--- config.mk ---
export PLATFORM = sky130hd
export DESIGN_NAME = scr1_ahb_imem_dmem_arb
export DESIGN_NICKNAME = d
export VERILOG_FILES = /design/src/rtl/scr1_ahb_imem_dmem_arb.sv
export SDC_FILE = /design/constraint.sdc
export NUM_CORES = 1
export LEC_CHECK = 0
export CAP_MARGIN = 20
export CORE_AREA = 4 4 117 119
export CTS_BUF_LIST = sky130_fd_sc_hd__clkbuf_8
export DETAILED_ROUTE_END_ITERATION = 6
export DIE_AREA = 0 0 121 123
export SLEW_MARGIN = 5
export SYNTH_ARGS = -nofsm -noshare
export SYNTH_HDL_FRONTEND = slang
export SYNTH_SLANG_ARGS = --single-unit
export TNS_END_PERCENT = 30
--- constraint.sdc ---
create_clock -name clk -period 1.6 [get_ports clk]
set_clock_uncertainty 0.1 [all_clocks]
set_input_delay 0.32 -clock clk [delete_from_list [all_inputs] [get_ports clk]]
set_output_delay 0.32 -clock clk [all_outputs]
set_load 0.05 [all_outputs]
--- src/rtl/scr1_ahb_imem_dmem_arb.sv ---
// Two-master (imem fetch, dmem load/store) to one-slave AHB-Lite arbiter.
// The address path is purely combinational. Registered state tracks data-phase ownership and arbitration history.
module scr1_ahb_imem_dmem_arb #(
  parameter int AHB_W           = 32,
  parameter int ARB_MODE        = 0,
  parameter int DMEM_MAX_CONSEC = 4
) (
  input  logic             clk,
  input  logic             rst_n,

  input  logic [1:0]       imem_htrans,
  input  logic [2:0]       imem_hsize,
  input  logic [2:0]       imem_hburst,
  input  logic [3:0]       imem_hprot,
  input  logic [AHB_W-1:0] imem_haddr,
  output logic             imem_hready,
  output logic [AHB_W-1:0] imem_hrdata,
  output logic             imem_hresp,

  input  logic [1:0]       dmem_htrans,
  input  logic [2:0]       dmem_hsize,
  input  logic [2:0]       dmem_hburst,
  input  logic [3:0]       dmem_hprot,
  input  logic [AHB_W-1:0] dmem_haddr,
  input  logic             dmem_hwrite,
  input  logic [AHB_W-1:0] dmem_hwdata,
  output logic             dmem_hready,
  output logic [AHB_W-1:0] dmem_hrdata,
  output logic             dmem_hresp,

  output logic [1:0]       s_htrans,
  output logic [2:0]       s_hsize,
  output logic [2:0]       s_hburst,
  output logic [3:0]       s_hprot,
  output logic [AHB_W-1:0] s_haddr,
  output logic             s_hwrite,
  output logic [AHB_W-1:0] s_hwdata,
  input  logic             s_hready,
  input  logic [AHB_W-1:0] s_hrdata,
  input  logic             s_hresp
);

  typedef enum logic [1:0] {
    OWN_NONE = 2'd0,
    OWN_IMEM = 2'd1,
    OWN_DMEM = 2'd2
  } owner_e;

  localparam logic [3:0] MAX_CONSEC = 4'(DMEM_MAX_CONSEC);
  localparam logic [3:0] CNT_SAT    = 4'hF;

  owner_e     dph_owner_reg,  dph_owner_next;
  owner_e     last_grant_reg, last_grant_next;
  logic [3:0] consec_cnt_reg, consec_cnt_next;

  logic req_i;
  logic req_d;
  logic grant_i;
  logic grant_d;

  // NONSEQ and SEQ both carry htrans[1]; IDLE and BUSY never request the bus.
  assign req_i = imem_htrans[1];
  assign req_d = dmem_htrans[1];

  always_comb begin
    grant_i = 1'b0;
    grant_d = 1'b0;
    if (req_i && req_d) begin
      if (ARB_MODE == 1) begin
        // dmem has priority, but imem is forced through after a run of dmem wins
        if (consec_cnt_reg == MAX_CONSEC) grant_i = 1'b1;
        else                              grant_d = 1'b1;
      end else begin
        if (last_grant_reg == OWN_DMEM) grant_i = 1'b1;
        else                            grant_d = 1'b1;
      end
    end else begin
      grant_i = req_i;
      grant_d = req_d;
    end
  end

  // State only advances when the slave accepts the current address phase.
  always_comb begin
    dph_owner_next  = dph_owner_reg;
    last_grant_next = last_grant_reg;
    consec_cnt_next = consec_cnt_reg;
    if (s_hready) begin
      if (grant_i) begin
        dph_owner_next  = OWN_IMEM;
        last_grant_next = OWN_IMEM;
      end else if (grant_d) begin
        dph_owner_next  = OWN_DMEM;
        last_grant_next = OWN_DMEM;
      end else begin
        dph_owner_next  = OWN_NONE;
      end

      if (grant_i || !req_i) begin
        consec_cnt_next = 4'd0;
      end else if (grant_d && (consec_cnt_reg != CNT_SAT)) begin
        consec_cnt_next = consec_cnt_reg + 4'd1;
      end
    end
  end

  always_ff @(posedge clk or negedge rst_n) begin
    if (!rst_n) begin
      dph_owner_reg  <= OWN_NONE;
      last_grant_reg <= OWN_IMEM;
      consec_cnt_reg <= 4'd0;
    end else begin
      dph_owner_reg  <= dph_owner_next;
      last_grant_reg <= last_grant_next;
      consec_cnt_reg <= consec_cnt_next;
    end
  end

  always_comb begin
    s_htrans = 2'b00;
    s_hsize  = 3'd0;
    s_hburst = 3'd0;
    s_hprot  = 4'd0;
    s_haddr  = '0;
    s_hwrite = 1'b0;
    if (grant_d) begin
      s_htrans = dmem_htrans;
      s_hsize  = dmem_hsize;
      s_hburst = dmem_hburst;
      s_hprot  = dmem_hprot;
      s_haddr  = dmem_haddr;
      s_hwrite = dmem_hwrite;
    end else if (grant_i) begin
      s_htrans = imem_htrans;
      s_hsize  = imem_hsize;
      s_hburst = imem_hburst;
      s_hprot  = imem_hprot;
      s_haddr  = imem_haddr;
    end
  end

  assign s_hwdata    = (dph_owner_reg == OWN_DMEM) ? dmem_hwdata : '0;
  assign imem_hrdata = s_hrdata;
  assign dmem_hrdata = s_hrdata;
  assign imem_hresp  = (dph_owner_reg == OWN_IMEM) ? s_hresp : 1'b0;
  assign dmem_hresp  = (dph_owner_reg == OWN_DMEM) ? s_hresp : 1'b0;

  // A master stalls while its own data phase waits, or while its pending address has not been accepted.
  assign imem_hready = ((dph_owner_reg == OWN_IMEM) ? s_hready : 1'b1)
                     & (~req_i | (grant_i & s_hready));
  assign dmem_hready = ((dph_owner_reg == OWN_DMEM) ? s_hready : 1'b1)
                     & (~req_d | (grant_d & s_hready));

endmodule
# Word-level counts from Yosys, hierarchy flattened
# Cells that the tools add are included.
[op_classes]
mux = 24
bitwise = 8
eq_ne = 3
n_reduce_logical = 3
[op_table]
columns = ["operator", "count"]
rows = [
  ["$mux 32", 3],
  ["$mux 2", 6],
  ["$mux 3", 4],
  ["$mux 1", 9],
  ["$mux 4", 2],
  ["$and 1x1->1", 4],
  ["$eq 2x2->1 const B", 2],
  ["$eq 2x1->1 const B", 1],
  ["$not 1->1", 2],
  ["$or 1x1->1", 2],
  ["$reduce_and 2->1", 1],
  ["$reduce_bool 2->1", 1],
  ["$logic_and 1x1->1", 1],
]
[word_totals]
word_cells = 40
output_inout_bits = 145
in_bits = 157
regBits = 4

# Logic depth before layout (Yosys ltp)
[depth]
word_depth = 6
mapped_depth = 5
depth_no_buf = 3

# Least setup slack after synthesis
# OpenSTA, ideal clock, no wires.
[synth_path]
kind = "register to output"
start = "register dph_owner_reg[1]"
end = "output dmem_hready"
path_stages_with_launch = 4
path_slack_ps = -567
required_time_ps = 1180
arrival_ps = 1747
n_path_buf = 0
path_cell_list = "dfrtp_1 -> nor2b_1 -> nor2b_1 -> o21ai_0"
[synth_via]
elab_chain_cells = 3
[synth_rtl]
columns = ["element", "line", "source"]
rows = [
  ["from (decl)", "52", "owner_e dph_owner_reg, dph_owner_next;"],
  ["from (signal assigned)", "113", "dph_owner_reg <= dph_owner_next;"],
  ["$eq 2x2->1", "151", "assign dmem_hready = ((dph_owner_reg == OWN_DMEM) ? s_hready : 1'b1)"],
  ["$mux 1", "151", ""],
  ["$and 1x1->1", "152", "& (~req_d | (grant_d & s_hready));"],
  ["to (decl)", "27", "output logic dmem_hready,"],
]
# No other way between the ends.

# Worst setup path after layout
[layout_path]
start = "register last_grant_reg[0]"
end = "output s_haddr[19]"
[layout_via]
elab_chain_cells = 5
elab_cells_between_ends = 7
classes_between = "eq/ne (1); mux (6)"
[layout_rtl]
columns = ["element", "line", "source"]
rows = [
  ["from (decl)", "53", "owner_e last_grant_reg, last_grant_next;"],
  ["from (signal assigned)", "114", "last_grant_reg <= last_grant_next;"],
  ["$eq 2x2->1 *", "74", "if (last_grant_reg == OWN_DMEM) grant_i = 1'b1;"],
  ["$mux 1", "74", ""],
  ["$mux 1", "68", "if (req_i && req_d) begin"],
  ["$mux 32", "133", "end else if (grant_i) begin"],
  ["$mux 32 *", "126", "if (grant_d) begin"],
  ["to (decl)", "35", "output logic [AHB_W-1:0] s_haddr,"],
]
# Mark *: on every way between the ends. The rest lies on a longest branch, timed or not.

==> summary.md <==
| Metric | Value |
|---|---|
| Area of the die | `0.01488 mm2` |
| GP Congestion | `0.8056` |
| Share of total power consumed by net switching | `43.33%` |
| GRT Overall Usage | `10.30%` |
| H-tree depth | `1` |
| Cell depth of the worst flop-to-flop path | `6` |
| P per Cell Area | `651.5 mW/mm2` |
| Horizontal die dimension | `121 um` |
| FF-to-FF setup slack | `-10 ps` |
| Count of pins over their slew limit | `0` |
| Clock-pin slew reported for the worst setup and hold paths after clock tree synthesis | `40 ps` |
| Starting DRC count in detailed routing | `32` |
| Min Clock Period, post-route | `2052 ps` |
| Top-Level Pins | `302` |
| Result of the run | `finished, violations left` |
| Worst vdd rail ir drop | `0.0003984 V` |
| Placeable Area | `0.01257 mm2` |
| Effective utilization at floorplan | `11.02%` |
| Cell-internal power | `1697 uW` |
| DP HPWL | `7.395 mm` |
| Placed insts | `488` |
| Yosys warning total | `0` |
| Count of TritonRoute iterations in the first routing pass | `4` |
| Type of the tightest min-delay check | `primary input to async pin` |
| Gate count after technology mapping | `178` |
| Distinct cell type count after synthesis | `21` |
| Detail Route Antenna Nets | `0` |
| Highest clock rate | `0.4873 GHz` |
| Total setup violations reported at the end of the flow | `80` |
| Fin area | `0.004596 mm2` |
| Largest net degree at the start of global routing | `35` |
| Routed via count divided by cell count | `3.738` |
| Clock tree from TritonCTS | `yes` |
| Clock network fraction of design power | `7.6%` |
| Vias in the first global route | `2023` |
| Number of hold-slack violations in the final timing report | `0` |
| Kind of launch point of the worst setup path | `flip-flop` |
| Data arrival time of the worst path | `1630 ps` |
| CTS Root Cell | `clkbuf_8` |
| Register area share after synthesis | `7.317%` |
| Net Switching | `1297 uW` |
| Most common library cell in the layout ignoring fill and taps | `clkdlybuf4s50_1` |
| Top cells by area, synth | `buf_4, a22o_1, and2_1, dfrtp_1, buf_6` |
| Number of antenna violations at the first check in global routing | `2` |
| Critical Path Sink Type | `output pin` |
| Post-synthesis instance area | `0.001385 mm2` |
| Highest fanout seen on the critical path | `14` |
| Global-route wire length before repair | `11.67 mm` |
| Per-instance average area after synthesis | `7.781 um2` |
| Port buffer count | `205` |
| Number of rows in the core area | `41` |
| RSZ-0062 raised after global routing | `yes` |
| Type of the worst setup path | `flip-flop to output pin` |
| Synth area leader | `buf_4` |
| Post-Syn Nets | `335` |
| Height of the die | `123 um` |
| Part of the power in combinational logic | `88.0%` |
| Reg power frac | `4.4%` |
| Layout Nets | `484` |
| WL final | `8.932 mm` |
| Share of the clock period used by the worst path | `128.3%` |
| Clock network latency to the later pin of the worst-skew pair | `220 ps` |
| DR WL/cell | `17.86 um` |
| Required time of the critical path | `1180 ps` |
| Slew of the pin with the lowest slew margin | `202.8 ps` |
| Area added between synthesis and finish | `231.8%` |
| Clock tree sinks | `4` |
| Max-cap violation count | `0` |
| Cell leakage power | `0.001921 uW` |
| Number of vias after detailed routing | `1869` |
| Worst-case setup margin in the final layout | `-452.3 ps` |
| Most used cells in the layout excluding fill and tap cells | `clkdlybuf4s50_1, buf_12, and2_4, a22o_4, a22o_2` |
| Number of standard cells in the final layout excluding fillers | `500` |
| Total of flip-flops plus latches after synthesis | `4` |
| Layout cells sized above 1 | `57.67%` |
| Share of the synthesized area in the top cell type | `34.69%` |
| Post-route DRC | `0` |
| Largest buffer count on any clock path | `2` |
| Clock buffers created by TritonCTS | `3` |
| Relative slew slack | `86.44%` |
| Fillcell total | `1198` |
| Global route overflow | `0` |
| Violated checks | `setup timing` |
| Cell area reported after detailed placement | `0.004240 mm2` |
-- worst max-delay path, stage by stage (launching register included) --
cell and delay (ps):
dfstp_2 530, nand2b_4 140, a21oi_4 60, buf_4 140, buf_12 140, a22o_4 240, buf_12 150
-- stage by stage --
step	hold WS (ps)	setup slack [ps]	utilization [%]	power, uW	setup TNS, ps
6_report	206.4	-452.3	36.57	2994	-22000
4_1_cts	203.9	-476.6	35.88	2986	-23090
2_1_floorplan	-75.59	-188.8	-	1676	-8255
5_1_grt	213.3	-497.7	36.57	3094	-26090
3_3_place_gp	400.3	-665.7	33.74	2584	-28080
3_5_place_dp	433.1	-662.2	33.74	2596	-28260
-- worst paths after layout --
path | start | end
max | last_grant_reg[0] | s_haddr[19]
min | rst_n | last_grant_reg[1]
max reg2reg | last_grant_reg[0] | dph_owner_reg[0]
min reg2reg | dph_owner_reg[1] | dph_owner_reg[1]
max in group asynchronous | rst_n | last_grant_reg[0]
min in group clk | dph_owner_reg[1] | dph_owner_reg[1]
-- power groups by stage --
stage	Clock (uW)	Sequential [uW]	Combinational [uW]
2_1_floorplan	0	128	1550
3_3_place_gp	0	129	2450
3_5_place_dp	0	131	2470
4_1_cts	235	132	2620
5_1_grt	239	135	2720
6_report	227	132	2630
-- cell type report --
| cell class | count | area [um2] | area share (%) |
|---|---|---|---|
| clock inverters | 1 | 3.754 | 0.08168 |
| inverters | 2 | 7.507 | 0.1634 |
| flip-flops and latches | 4 | 101.3 | 2.205 |
| clock buffers | 3 | 41.29 | 0.8984 |
| repair buffers | 221 | 3070 | 66.81 |
| multi-input cells | 95 | 1151 | 25.05 |
| diodes | 2 | 5.005 | 0.1089 |
| well taps | 172 | 215.2 | 4.683 |
-- Yosys cell counts --
library cell  count
a21oi_1           1
buf_2             5
buf_6             4
and2_1           34
nand2b_1          2
or2_2             1
a31oi_1           1
dfstp_2           1
inv_1             2
nor2b_1           2
o21ai_0           1
nand3b_1          1
clkbuf_1          4
buf_4            64
mux2_2            2
a21oi_2           1
nand2_1           2
and3_1            1
a22o_1           45
nor2_1            1
dfrtp_1           3
-- what timing repair did --
item,4_1_cts,5_1_grt
setup buffers,2,4
gates cloned,1,1
pin swaps,31,10
endpoints found under the hold margin,0,0
hold buffers,0,0
setup endpoints to repair,81,83
resized for setup,50,14
-- cells by family after synthesis --
family	count (synthesis)	share of synthesized area (%)
mux	2	1.626
compound gates	49	30.26
buf+inv	79	41.37
flops	4	7.317
simple gates	44	19.42
-- routing by layer --
| layer | part of all wire, % | global-route usage, % |
|---|---|---|
| met1 | 31 | 9.734 |
| met2 | 52 | 18.62 |
| met3 | 13 | 4.346 |
| met4 | 4.1 | 6.091 |
| met5 | 0 | 0 |
Power figures use the tool's default switching activity.
